### src/rtl/apb_master.sv
// APB4 requester: turns a valid/ready request into SETUP/ACCESS transfers and
// returns a one-cycle response; a watchdog aborts transfers whose PREADY never comes.
module apb_master #(
    parameter int ADDR_WIDTH     = 32,
    parameter int DATA_WIDTH     = 32,
    parameter int TIMEOUT_CYCLES = 16
) (
    input  logic                    PCLK,
    input  logic                    PRESETn,
    input  logic                    req_valid,
    output logic                    req_ready,
    input  logic                    req_write,
    input  logic [ADDR_WIDTH-1:0]   req_addr,
    input  logic [DATA_WIDTH-1:0]   req_wdata,
    input  logic [DATA_WIDTH/8-1:0] req_strb,
    input  logic [2:0]              req_prot,
    output logic                    rsp_valid,
    output logic [DATA_WIDTH-1:0]   rsp_rdata,
    output logic                    rsp_err,
    output logic                    rsp_timeout,
    output logic                    PSEL,
    output logic                    PENABLE,
    output logic                    PWRITE,
    output logic [ADDR_WIDTH-1:0]   PADDR,
    output logic [DATA_WIDTH-1:0]   PWDATA,
    output logic [DATA_WIDTH/8-1:0] PSTRB,
    output logic [2:0]              PPROT,
    input  logic [DATA_WIDTH-1:0]   PRDATA,
    input  logic                    PREADY,
    input  logic                    PSLVERR
);

    // state  | meaning
    // IDLE   | req_ready high, waiting for a request
    // SETUP  | PSEL high, PENABLE low, exactly one cycle
    // ACCESS | PSEL and PENABLE high, waiting for PREADY or the watchdog

    localparam int WD_W = (TIMEOUT_CYCLES < 2) ? 1 : $clog2(TIMEOUT_CYCLES + 1);
    localparam logic [WD_W-1:0] WD_LAST = WD_W'((TIMEOUT_CYCLES == 0) ? 0 : TIMEOUT_CYCLES - 1);
    localparam bit WD_EN = (TIMEOUT_CYCLES != 0);

    typedef enum logic [1:0] {
        IDLE   = 2'd0,
        SETUP  = 2'd1,
        ACCESS = 2'd2
    } state_t;

    state_t          state;
    logic [WD_W-1:0] wd_cnt;

    always_ff @(posedge PCLK or negedge PRESETn) begin
        if (!PRESETn) begin
            state       <= IDLE;
            wd_cnt      <= '0;
            req_ready   <= 1'b0;
            rsp_valid   <= 1'b0;
            rsp_rdata   <= '0;
            rsp_err     <= 1'b0;
            rsp_timeout <= 1'b0;
            PSEL        <= 1'b0;
            PENABLE     <= 1'b0;
            PWRITE      <= 1'b0;
            PADDR       <= '0;
            PWDATA      <= '0;
            PSTRB       <= '0;
            PPROT       <= '0;
        end else begin
            rsp_valid <= 1'b0;
            case (state)
                IDLE: begin
                    if (req_valid && req_ready) begin
                        PWRITE    <= req_write;
                        PADDR     <= req_addr;
                        PPROT     <= req_prot;
                        PWDATA    <= req_wdata;
                        // reads must present all-zero strobes on the bus
                        PSTRB     <= req_write ? req_strb : '0;
                        PSEL      <= 1'b1;
                        PENABLE   <= 1'b0;
                        req_ready <= 1'b0;
                        wd_cnt    <= '0;
                        state     <= SETUP;
                    end else begin
                        req_ready <= 1'b1;
                    end
                end
                SETUP: begin
                    PENABLE <= 1'b1;
                    state   <= ACCESS;
                end
                ACCESS: begin
                    if (PREADY) begin
                        PSEL        <= 1'b0;
                        PENABLE     <= 1'b0;
                        req_ready   <= 1'b1;
                        rsp_valid   <= 1'b1;
                        rsp_err     <= PSLVERR;
                        rsp_timeout <= 1'b0;
                        rsp_rdata   <= PWRITE ? '0 : PRDATA;
                        state       <= IDLE;
                    end else if (WD_EN && (wd_cnt == WD_LAST)) begin
                        PSEL        <= 1'b0;
                        PENABLE     <= 1'b0;
                        req_ready   <= 1'b1;
                        rsp_valid   <= 1'b1;
                        rsp_err     <= 1'b1;
                        rsp_timeout <= 1'b1;
                        rsp_rdata   <= '0;
                        state       <= IDLE;
                    end else begin
                        wd_cnt <= wd_cnt + 1'b1;
                    end
                end
                default: state <= IDLE;
            endcase
        end
    end

endmodule

### config.mk
export PLATFORM = sky130hd
export DESIGN_NAME = apb_master
export DESIGN_NICKNAME = d
export VERILOG_FILES = /design/src/rtl/apb_master.sv
export SDC_FILE = /design/constraint.sdc
export NUM_CORES = 1
export LEC_CHECK = 0
export ABC_CLOCK_PERIOD_IN_PS = 2600
export BUFFER_PORTS_ARGS = -buffer_cell sky130_fd_sc_hd__buf_2
export CORE_UTILIZATION = 35
export CTS_CLUSTER_SIZE = 40
export DETAILED_ROUTE_END_ITERATION = 10
export GPL_ROUTABILITY_DRIVEN = 0
export SLEW_MARGIN = 20
export SYNTH_ARGS = -nofsm -noshare
export SYNTH_HDL_FRONTEND = slang
export SYNTH_SLANG_ARGS = --single-unit
### constraint.sdc
create_clock -name PCLK -period 2.6 [get_ports PCLK]
set_input_delay 0.26 -clock PCLK [delete_from_list [all_inputs] [get_ports PCLK]]
set_output_delay 0.26 -clock PCLK [all_outputs]
set_load 0.05 [all_outputs]
==> impl_summary.txt <==
----------------------------------------------------
[Hold path]
  Worst min-delay path endpoint ... rsp_err
  Hold_sp ... PSLVERR
  Depth of the worst hold-timing path ... 2
  Hold Crit Class ... in2reg

[Route]
  Remaining antenna violation count after routing ... 0
  Routed via count ... 3501
  Router iterations before antenna repair ... 4
  DR WL/cell ... 13.93 um
  Mean number of vias per cell ... 4.576
  Number of design rule violations left after detail routing ... 0
  Total detailed-routing wirelength ... 10650 um
  Number of violations reported at the end of detailed-routing iteration 0 ... 125

[Synth]
  Cell taking the most area after synthesis ... sky130_fd_sc_hd__dfrtp_1
  Unique cell type count in the Yosys netlist ... 23
  Yosys warnings ... 0
  Synthesized netlist cell count ... 358
  Syn avg cell area ... 12.64 sq um
  Flip-flop and latch count after synthesis ... 117
  Fraction of registers with async set/reset ... 100.0%
  Top cells by area in the synthesized netlist ... sky130_fd_sc_hd__dfrtp_1, sky130_fd_sc_hd__mux2_2, sky130_fd_sc_hd__o21ai_0, sky130_fd_sc_hd__nand2_1, sky130_fd_sc_hd__o21ai_1
  Sequential fraction of the synthesis area ... 64.71%
  Syn nets ... 469
  Number of enable-type register cells in the synthesized netlist ... 0
  Most common flop cell mapped by yosys ... sky130_fd_sc_hd__dfrtp_1
  Area share of the leading cell type in the synthesized netlist ... 64.71%
  Post-Syn Area ... 4524 sq um

[Finish]
  Number of antenna cells inserted ... 0
  Area added between synthesis and finish ... 42.67%
  Filler cell count in the final layout ... 1173
  Final core utilization ... 51.15%
  Final-stage net count ... 692
  Fraction of layout cells with a size suffix above 1 ... 55.48%

[Floorplanning]
  Floorplan core area ... 12620 sq um
  Io pins ... 219
  Die Outline Area ... 13390 sq um
  Site Rows ... 41
  Die outline width ... 115.7 um
  Starting density of the core ... 35.85%
  Die span in y ... 115.7 um

[STA]
  Hold violation count in the final report ... 0
  Max-slew violation count ... 0
  Tcrit/Tclk final ... 87.81%
  Worst slew margin relative to its limit ... 61.96%
  Tmin final ... 2283 ps
  Unrepaired setup endpoints after global routing ... false
  Peak Freq ... 438.0 MHz
  Final count of negative-setup-slack endpoints ... 0
  Worst clock skew ... 6.964 ps
  Setup tns final ... 0 ps
  Slew @ Worst Pin ... 570.6 ps

[Run status]
  Run status ... finished, final reports clean

[Placed design]
  IO Port Bufs ... 218
  Final HPWL from detailed placement ... 7646 um

[Setup path]
  Capturing point of the worst reg2reg path ... wd_cnt[2]
  Worst setup SP type ... register
  Slowest Stage Delay on Critical Path ... 630 ps
  Maximum fanout along the worst path ... 9
  Register-to-register setup slack ... 320 ps
  Critical path start-end classification ... reg2reg
  Capturing element type of the critical path ... register
  Worst-path cell chain ... ha_1, and3_1, ha_1, or4b_1, or3_1, a21oi_1
  Cell with the most instances on the worst path ... sky130_fd_sc_hd__ha_1
  Worst r2r path cells ... 6
  Data required time at the worst endpoint ... 2910 ps
  Arrival time of data at the critical path endpoint ... 2600 ps
  Worst reg2reg startpoint ... wd_cnt[0]
  Cell with the largest stage delay on the worst path ... sky130_fd_sc_hd__or4b_1

[Job]
  Count of max-cap constraint violations ... 0

[Clocking]
  Number of cells upsized or downsized after cts ... 0
  Number of setup buffers added after CTS ... 0
  Count of hold buffers inserted by post-cts repair ... 1
  Buffer depth of the longest clock path ... 2
  Buffer type at the clock tree root ... sky130_fd_sc_hd__clkbuf_16
  CTS H-tree lvls ... 4
  Clock-pin slew on the worst setup and hold paths ... 50 ps
  Clock buffer count from CTS ... 17
  Sinks on the clock net ... 117
  TritonCTS clock tree ... built
  Source-to-sink clock delay at the later pin of the worst-skew pair ... 400 ps

[Global route]
  Maximum number of pins on one net before global-route repair ... 55
  GRT overflow ... 0
  Tot GR Track Use ... 16.67%
  Vias in the first global route ... 3606
  Number of antenna violations at the first check in global routing ... 0
  Global-route wire length before repair ... 17070 um

----------------------------------------------------
cells by family (layout without fill, tap and decap cells):
kind of cell	count (synthesis)	in the layout	share of synthesized area [%]
AND/OR/NAND/NOR	63	63	6.139
flip-flops	117	117	64.71
adder cells (fa/ha/maj)	2	2	0.5530
multiplexers	69	69	17.15
AO/OA/AOI/OAI	80	80	8.988
buffers and inverters	27	262	2.461
per-stage QoR:
step | instance area [sq um] | std cells | setup slack (ps) | hold WS [ps]
floorplan | 4524 | 358 | 519.8 | -35.59
global placement | 5847 | 733 | 382.5 | 252.1
detailed placement | 5847 | 733 | 321.2 | 251.0
CTS | 6452 | 765 | 326.2 | 58.93
global route | 6455 | 765 | 185.3 | 68.26
finish | 6455 | 765 | 316.9 | 75.73
cells in the mapped netlist, types with 2 or more instances:
cell type and instances:
sky130_fd_sc_hd__o21ai_1 15, sky130_fd_sc_hd__nor2b_1 2, sky130_fd_sc_hd__buf_2 8, sky130_fd_sc_hd__clkbuf_1 15, sky130_fd_sc_hd__mux2_2 68, sky130_fd_sc_hd__dfrtp_1 117, sky130_fd_sc_hd__nand2_1 45, sky130_fd_sc_hd__inv_1 4
sky130_fd_sc_hd__o21ai_0 60, sky130_fd_sc_hd__nand3_1 6, sky130_fd_sc_hd__nor2_1 2, sky130_fd_sc_hd__ha_1 2, sky130_fd_sc_hd__nand2b_1 2, sky130_fd_sc_hd__a21oi_1 3
layout by cell type, fill, tap and decap left out, types with 5 or more instances in the layout:
cell type / instances
sky130_fd_sc_hd__mux2_2: 68
sky130_fd_sc_hd__nand2_1: 45
sky130_fd_sc_hd__buf_4: 7
sky130_fd_sc_hd__dfrtp_1: 117
sky130_fd_sc_hd__clkbuf_8: 5
sky130_fd_sc_hd__o21ai_1: 14
sky130_fd_sc_hd__buf_2: 217
sky130_fd_sc_hd__o21ai_0: 60
sky130_fd_sc_hd__clkbuf_16: 17
sky130_fd_sc_hd__nand3_1: 6
cell type report:
type	count	area (sq um)	area share (%)
clock buffer	23	498.0	7.715
clock inverter	8	97.59	1.512
inverter	4	15.01	0.2326
multi-input combinational	214	1513	23.43
sequential	117	2928	45.36
tap	172	215.2	3.334
timing repair buffer	227	1189	18.41
worst max path at each step:
| stage | start | slack, ps | end | cells after the start |
|---|---|---|---|---|
| 6_report | wd_cnt[0] | 320 | wd_cnt[2] | 6 |
| 5_1_grt | wd_cnt[0] | 190 | wd_cnt[2] | 6 |
| 4_1_cts | wd_cnt[0] | 330 | wd_cnt[2] | 6 |
| 3_5_place_dp | wd_cnt[0] | 320 | wd_cnt[2] | 6 |
| 3_3_place_gp | wd_cnt[0] | 380 | wd_cnt[2] | 6 |
| 2_1_floorplan | wd_cnt[0] | 520 | wd_cnt[2] | 7 |
worst max-delay path, delay by kind of cell, from the launching register on:
family | cells | cell delay, ps
adders and majority gates | 2 | 480
and+or+nand+nor | 3 | 1180
DFF | 1 | 400
AOI/OAI and AO/OA | 1 | 150
registers in the layout, indices dropped and copies added (netlist names):
name and count:
PADDR 32, PENABLE 1, PPROT 3, PSEL 1
PSTRB 4, PWDATA 32, PWRITE 1, req_ready 1
rsp_err 1, rsp_rdata 32, rsp_timeout 1, rsp_valid 1
state 2, wd_cnt 5
per-layer routing:
| metal | track usage, % | vias up | share of wire [%] |
|---|---|---|---|
| met5 | 0 | - | 0 |
| li1 | - | 1681 | - |
| met1 | 18.66 | 1670 | 41 |
| met2 | 28.50 | 143 | 49 |
| met4 | 5.299 | 0 | 0.89 |
| met3 | 7.427 | 7 | 9.4 |
Power is not shown: default switching activity piles up to over one toggle a cycle in this logic, so the estimate is an artifact.
